**config.mk**
```make
export PLATFORM = sky130hd
export DESIGN_NAME = source_sequencer_flat
export DESIGN_NICKNAME = d
export VERILOG_FILES = /design/src/rtl/source_sequencer_if.sv /design/src/rtl/source_sequencer.sv /design/src/flat_wrapper.sv
export SDC_FILE = /design/constraint.sdc
export NUM_CORES = 1
export LEC_CHECK = 0
export CORE_MARGIN = 4
export CORE_UTILIZATION = 30
export CTS_CLUSTER_SIZE = 40
export DETAILED_ROUTE_END_ITERATION = 8
export SLEW_MARGIN = 20
export SYNTH_ARGS = -nofsm -noshare
export SYNTH_HDL_FRONTEND = slang
export SYNTH_SLANG_ARGS = --single-unit
```
**constraint.sdc**
```tcl
create_clock -name source_clk -period 2.7 [get_ports source_clk]
set_input_delay 0.81 -clock source_clk [delete_from_list [all_inputs] [get_ports source_clk]]
set_output_delay 0.81 -clock source_clk [all_outputs]
set_load 0.02 [all_outputs]
```
**src/rtl/source_sequencer_if.sv**
```systemverilog
// Word stream from the source sequencer into the packet streamer.
interface source_sequencer_if;
  logic [15:0] source_data;
  logic        source_en;
  logic        source_packet_end;

  modport master (output source_data, output source_en, output source_packet_end);
  modport slave  (input  source_data, input  source_en, input  source_packet_end);
endinterface

```
**src/rtl/source_sequencer.sv**
```systemverilog
// Packet-aligned sequencer packing quantized/raw ADC samples into 16-bit streamer words.
// Define SOURCE_SEQ_TEST_PATTERN_EN to make mode 4 (word counter test pattern) legal.
module source_sequencer #(
  parameter int GROUPS_PER_PACKET = 240
) (
  input  logic        source_clk,
  input  logic        source_reset,
  input  logic        enable,
  input  logic [7:0]  mode,
  input  logic [1:0]  ch1_si,
  input  logic [1:0]  ch1_sq,
  input  logic [1:0]  ch2_si,
  input  logic [1:0]  ch2_sq,
  input  logic [1:0]  ch3_si,
  input  logic [1:0]  ch3_sq,
  input  logic [7:0]  ch1_i,
  input  logic [7:0]  ch1_q,
  source_sequencer_if.master src,
  output logic        busy,
  output logic [7:0]  active_mode,
  output logic [15:0] packet_count
);

  typedef enum logic {IDLE, RUN} state_t;

  localparam logic [7:0] G_LAST = 8'(GROUPS_PER_PACKET - 1);

  state_t      state;
  state_t      state_next;
  logic [1:0]  ph;
  logic [7:0]  g;
  logic [11:0] s_cur;
  logic [11:0] s_prev;
  logic [7:0]  i_prev;
  logic [7:0]  q_prev;
  logic        mode_ok;
  logic        last_word;
  logic        start;
  logic        restart;
  logic        word_en;
  logic [15:0] word_data;
  logic [15:0] data_q;
  logic        en_q;
  logic        end_q;

`ifdef SOURCE_SEQ_TEST_PATTERN_EN
  logic [15:0] tp_count;
`endif

  function automatic logic mode_legal(input logic [7:0] m);
`ifdef SOURCE_SEQ_TEST_PATTERN_EN
    return m <= 8'd4;
`else
    return m <= 8'd3;
`endif
  endfunction

  assign s_cur     = {ch1_si, ch1_sq, ch2_si, ch2_sq, ch3_si, ch3_sq};
  assign mode_ok   = mode_legal(mode);
  assign last_word = (state == RUN) && (ph == 2'd3) && (g == G_LAST);
  assign start     = (state == IDLE) && enable && mode_ok;
  assign restart   = last_word && enable && mode_ok;

  always_ff @(posedge source_clk or posedge source_reset) begin
    if (source_reset) state <= IDLE;
    else              state <= state_next;
  end

  always_comb begin
    state_next = state;
    case (state)
      IDLE: if (enable && mode_ok) state_next = RUN;
      RUN:  if (last_word && !(enable && mode_ok)) state_next = IDLE;
      default: state_next = IDLE;
    endcase
  end

  // Each word combines the previous cycle's sample with the one presented now.
  always_comb begin
    word_en   = 1'b0;
    word_data = 16'd0;
    if (state == RUN) begin
      case (active_mode)
        8'd0: begin
          word_en = (ph != 2'd0);
          case (ph)
            2'd1:    word_data = {s_prev, s_cur[11:8]};
            2'd2:    word_data = {s_prev[7:0], s_cur[11:4]};
            2'd3:    word_data = {s_prev[3:0], s_cur};
            default: word_data = 16'd0;
          endcase
        end
        8'd1: begin
          word_en = ph[0];
          if (ph[0]) word_data = {i_prev, ch1_i};
        end
        8'd2: begin
          word_en = ph[0];
          if (ph[0]) word_data = {q_prev, ch1_q};
        end
        8'd3: begin
          word_en = ph[0];
          if (ph[0]) word_data = {ch1_i, ch1_q};
        end
`ifdef SOURCE_SEQ_TEST_PATTERN_EN
        8'd4: begin
          word_en = (ph != 2'd0);
          if (ph != 2'd0) word_data = tp_count;
        end
`endif
        default: begin
          word_en   = 1'b0;
          word_data = 16'd0;
        end
      endcase
    end
  end

  always_ff @(posedge source_clk or posedge source_reset) begin
    if (source_reset) begin
      ph     <= 2'd0;
      g      <= 8'd0;
      s_prev <= 12'd0;
      i_prev <= 8'd0;
      q_prev <= 8'd0;
    end else begin
      s_prev <= s_cur;
      i_prev <= ch1_i;
      q_prev <= ch1_q;
      if (state == RUN && !last_word) begin
        ph <= ph + 2'd1;
        if (ph == 2'd3) g <= g + 8'd1;
      end else begin
        ph <= 2'd0;
        g  <= 8'd0;
      end
    end
  end

  always_ff @(posedge source_clk or posedge source_reset) begin
    if (source_reset) begin
      data_q       <= 16'd0;
      en_q         <= 1'b0;
      end_q        <= 1'b0;
      busy         <= 1'b0;
      active_mode  <= 8'd0;
      packet_count <= 16'd0;
    end else begin
      data_q <= word_data;
      en_q   <= word_en;
      end_q  <= last_word;
      busy   <= (state_next == RUN);
      if (start || restart) active_mode <= mode;
      if (last_word) packet_count <= packet_count + 16'd1;
    end
  end

`ifdef SOURCE_SEQ_TEST_PATTERN_EN
  // Pattern restarts from zero at every packet start, including back-to-back ones.
  always_ff @(posedge source_clk or posedge source_reset) begin
    if (source_reset)          tp_count <= 16'd0;
    else if (start || restart) tp_count <= 16'd0;
    else if (word_en)          tp_count <= tp_count + 16'd1;
  end
`endif

  assign src.source_data       = data_q;
  assign src.source_en         = en_q;
  assign src.source_packet_end = end_q;

endmodule

```
**src/flat_wrapper.sv**
```systemverilog
// flat-port wrapper written by rule: the top's interface ports become plain ports
module source_sequencer_flat 
#(
  parameter int GROUPS_PER_PACKET = 240
)
  (source_clk, source_reset, enable, mode, ch1_si, ch1_sq, ch2_si, ch2_sq, ch3_si, ch3_sq, ch1_i, ch1_q, busy, active_mode, packet_count, src_source_data, src_source_en, src_source_packet_end);
  source_sequencer_if src_i ();
  input  logic source_clk;
  input  logic source_reset;
  input  logic enable;
  input  logic [7:0] mode;
  input  logic [1:0] ch1_si;
  input  logic [1:0] ch1_sq;
  input  logic [1:0] ch2_si;
  input  logic [1:0] ch2_sq;
  input  logic [1:0] ch3_si;
  input  logic [1:0] ch3_sq;
  input  logic [7:0] ch1_i;
  input  logic [7:0] ch1_q;
  output logic busy;
  output logic [7:0] active_mode;
  output logic [15:0] packet_count;
  output wire logic [$bits(src_i.source_data)-1:0] src_source_data;
  output wire logic [$bits(src_i.source_en)-1:0] src_source_en;
  output wire logic [$bits(src_i.source_packet_end)-1:0] src_source_packet_end;
  assign src_source_data = src_i.source_data;
  assign src_source_en = src_i.source_en;
  assign src_source_packet_end = src_i.source_packet_end;
  source_sequencer #(.GROUPS_PER_PACKET(GROUPS_PER_PACKET)) u_core (.source_clk(source_clk), .source_reset(source_reset), .enable(enable), .mode(mode), .ch1_si(ch1_si), .ch1_sq(ch1_sq), .ch2_si(ch2_si), .ch2_sq(ch2_sq), .ch3_si(ch3_si), .ch3_sq(ch3_sq), .ch1_i(ch1_i), .ch1_q(ch1_q), .src(src_i), .busy(busy), .active_mode(active_mode), .packet_count(packet_count));
endmodule
```
==> flow_summary_export.csv <==
group,metric,value,unit
outcome,status,"finished clean",
sta,min_period_over_period,0.8219,
cts,ctsHoldBuffers,0,
sta,worstMarginPinSlew,0.6611,ns
cts,clock-sinks,81,
place,dpl-instance-area,4392,sq um
place,numPortBuffers,81,
yosys,synth_edf_count,0,
sta,tns,0,ns
yosys,ys_types,38,
cells_and_area,layout_common_cells,"clkdlybuf4s50_1, dfrtp_1, nor2_1",
cells_and_area,drive_gt1_frac,0.09563,
worst_hold_path,min_from,"u_core.packet_count[15]",
place,gp_congestion,0.7308,
sta,fin_skew,0.006954,ns
routing,first_pass_iters,7,
floorplan,rows,38,
power_and_ir_drop,powerDensity,538.3,nW/um^2
worst_setup_path,startpoint_type,"flip-flop",
job,drv_cap,0,
cts,cts_tree,"built",
cts,post_cts_buffers,0,
worst_setup_path,required,1.89,ns
worst_hold_path,holdCritPathClass,"flip-flop to flip-flop",
cells_and_area,multi_input_area,1303,sq um
worst_setup_path,slowest_stage,"clkdlybuf4s50_1",
floorplan,start_util,0.3118,
cells_and_area,nets,406,
cts,clockBufferDepth,2,
cells_and_area,seq_area,2027,sq um
sta,rsz0062_at_grt,"false",
worst_setup_path,critPathKind,"flip-flop to output pin",
yosys,avgSynthCellArea,12.32,sq um
worst_setup_path,crit_fanout,6,
cts,cts_max_level,3,
cts,clkLatencyLatePin,0.33,ns
cts,clk_pin_slew,0.06,ns
worst_setup_path,timing.rr.start,"u_core.ph[0]",
routing,route.detailed.drc,0,
routing,vias_per_cell,5.022,
routing,ant_nets,0,
global_route,grt_overflow,0,
worst_setup_path,crit_path_max_incr_delay,0.64,ns
floorplan,fp.dieW,114.8,microns
yosys,ys_warn_count,0,
place,dpl.hpwl,5.915,mm
worst_setup_path,cp-end-kind,"output pin",
cts,clockRootBuffer,"clkbuf_16",
worst_setup_path,cp.arrival,1.41,ns
global_route,grt_pass1_wl,13.37,mm
sta,fmax,450.6,MHz
yosys,yosysSeqAreaShare,0.5919,
floorplan,core_region_area,10980,sq um
sta,final-setup-viol-count,0,
routing,via_count,2541,
floorplan,die_y,114.8,microns
sta,hold_viol_final,0,
power_and_ir_drop,ir_drop,0.0003281,V
worst_setup_path,cp_cell_sequence,"clkdlybuf4s50_1",
yosys,synth_area,3425,sq um
routing,routedWlPerCell,16.57,microns
cells_and_area,diodes,0,
sta,slew_headroom,0.5584,
worst_setup_path,crit_family,"buffers and inverters",
power_and_ir_drop,p_leak,0.002014,uW
cells_and_area,final_area,4676,sq um
global_route,grt_max_degree,82,
yosys,synthFlopType,"dfrtp_1",
routing,routed_wl,8.385,mm
cts,numCtsBuffers,9,
global_route,antenna_found_initial,0,
worst_setup_path,critical_path_buf_inv_count,1,
global_route,grt_pass1_vias,2541,
cts,cts_resized,0,
yosys,synth-async-reset-ratio,1.000,
sta,min_period,2.219,ns
yosys,syn_nets,323,
yosys,synthCells,278,
cells_and_area,num-fill-cells,1029,
routing,drtIter0Drc,161,
sta,report.final.slew_viol_count,0,
cells_and_area,area_growth,36.54,%
global_route,grt_usage,0.1310,
yosys,ys_ff_latch,81,
floorplan,boundaryPins,82,
floorplan,die_area,13190,sq um
worst_setup_path,crit_path_start,"u_core.packet_count[5]",
path summary, 6_finish.rpt:
kind	endpoint	slack, ns	cells past startpoint
max	packet_count[5]	0.48	1
min	u_core.packet_count[15]	0.47	1
max reg2reg	u_core.active_mode[0]	0.59	5
min reg2reg	u_core.packet_count[15]	0.47	1
max in group asynchronous	u_core.src.source_data[13]	1.43	3
min in group asynchronous	u_core.active_mode[7]	0.94	3
report_power, final:
group | switching (uW) | leakage [uW] | internal (uW)
clock | 469 | 0.000131 | 671
combinational | 57.6 | 0.000830 | 74.5
sequential | 7.83 | 0.00105 | 1240
metal layers:
metal	track usage	routed length, microns	vias up
met5	0	0	-
met3	0.05316	639	12
met1	0.1729	3765	1248
li1	-	-	1195
met4	0.04304	138	0
met2	0.1964	3842	86
registers in the layout, summed over array words and instances, names as in the netlist:
name,flops
u_core.q_prev,8
u_core.s_prev,12
u_core.src.source_en,1
u_core.g,8
u_core.i_prev,8
u_core.active_mode,8
u_core.src.source_data,16
u_core.state,1
u_core.src.source_packet_end,1
u_core.packet_count,16
u_core.ph,2
area by class of cell:
type / count / area share
Timing Repair Buffer: 87 / 0.1857
Sequential cell: 81 / 0.4335
Clock inverter: 4 / 0.005887
Multi-Input combinational cell: 178 / 0.2786
Tap cell: 140 / 0.03746
Clock buffer: 12 / 0.05486
Inverter: 4 / 0.004014
logic make-up after synthesis:
| kind of cell | synth area share |
|---|---|
| muxes | 0.03690 |
| and+or+nand+nor | 0.1377 |
| xor gates and xnor gates | 0.05371 |
| AOI/OAI and AO/OA | 0.1301 |
| adders and majority gates | 0.02192 |
| buffers and inverters | 0.02777 |
| DFF | 0.5919 |
synthesized netlist by cell type, drive strengths merged (4+ instances only):
| library cell | count | area (sq um) |
|---|---|---|
| dfrtp | 81 | 2027 |
| nor2 | 31 | 116.4 |
| a222oi | 16 | 160.2 |
| o22a | 16 | 140.1 |
| xnor2 | 16 | 140.1 |
| a22oi | 15 | 112.6 |
| nand2 | 12 | 45.04 |
| nand3 | 11 | 60.06 |
| mux2 | 10 | 116.4 |
| buf | 8 | 53.80 |
| nand4 | 8 | 50.05 |
| nor2b | 8 | 50.05 |
| clkbuf | 7 | 26.28 |
| ha | 6 | 75.07 |
| xor2 | 5 | 43.79 |
| and3 | 4 | 25.02 |
| inv | 4 | 15.01 |
stage by stage:
step                power [uW]  worst slack [ns]  hold slack [ns]    util  cells
global placement          1398            0.3083           0.4652  0.3999    490
global route              2614            0.3921           0.4912  0.4257    506
floorplan                 1313            0.7979           0.5027       -    278
finish                    2517            0.4807           0.4733  0.4257    506
CTS                       2554            0.4504           0.4821  0.4257    506
detailed placement        1400            0.2987           0.4744  0.3999    490
(Power assumes the default switching activity.)
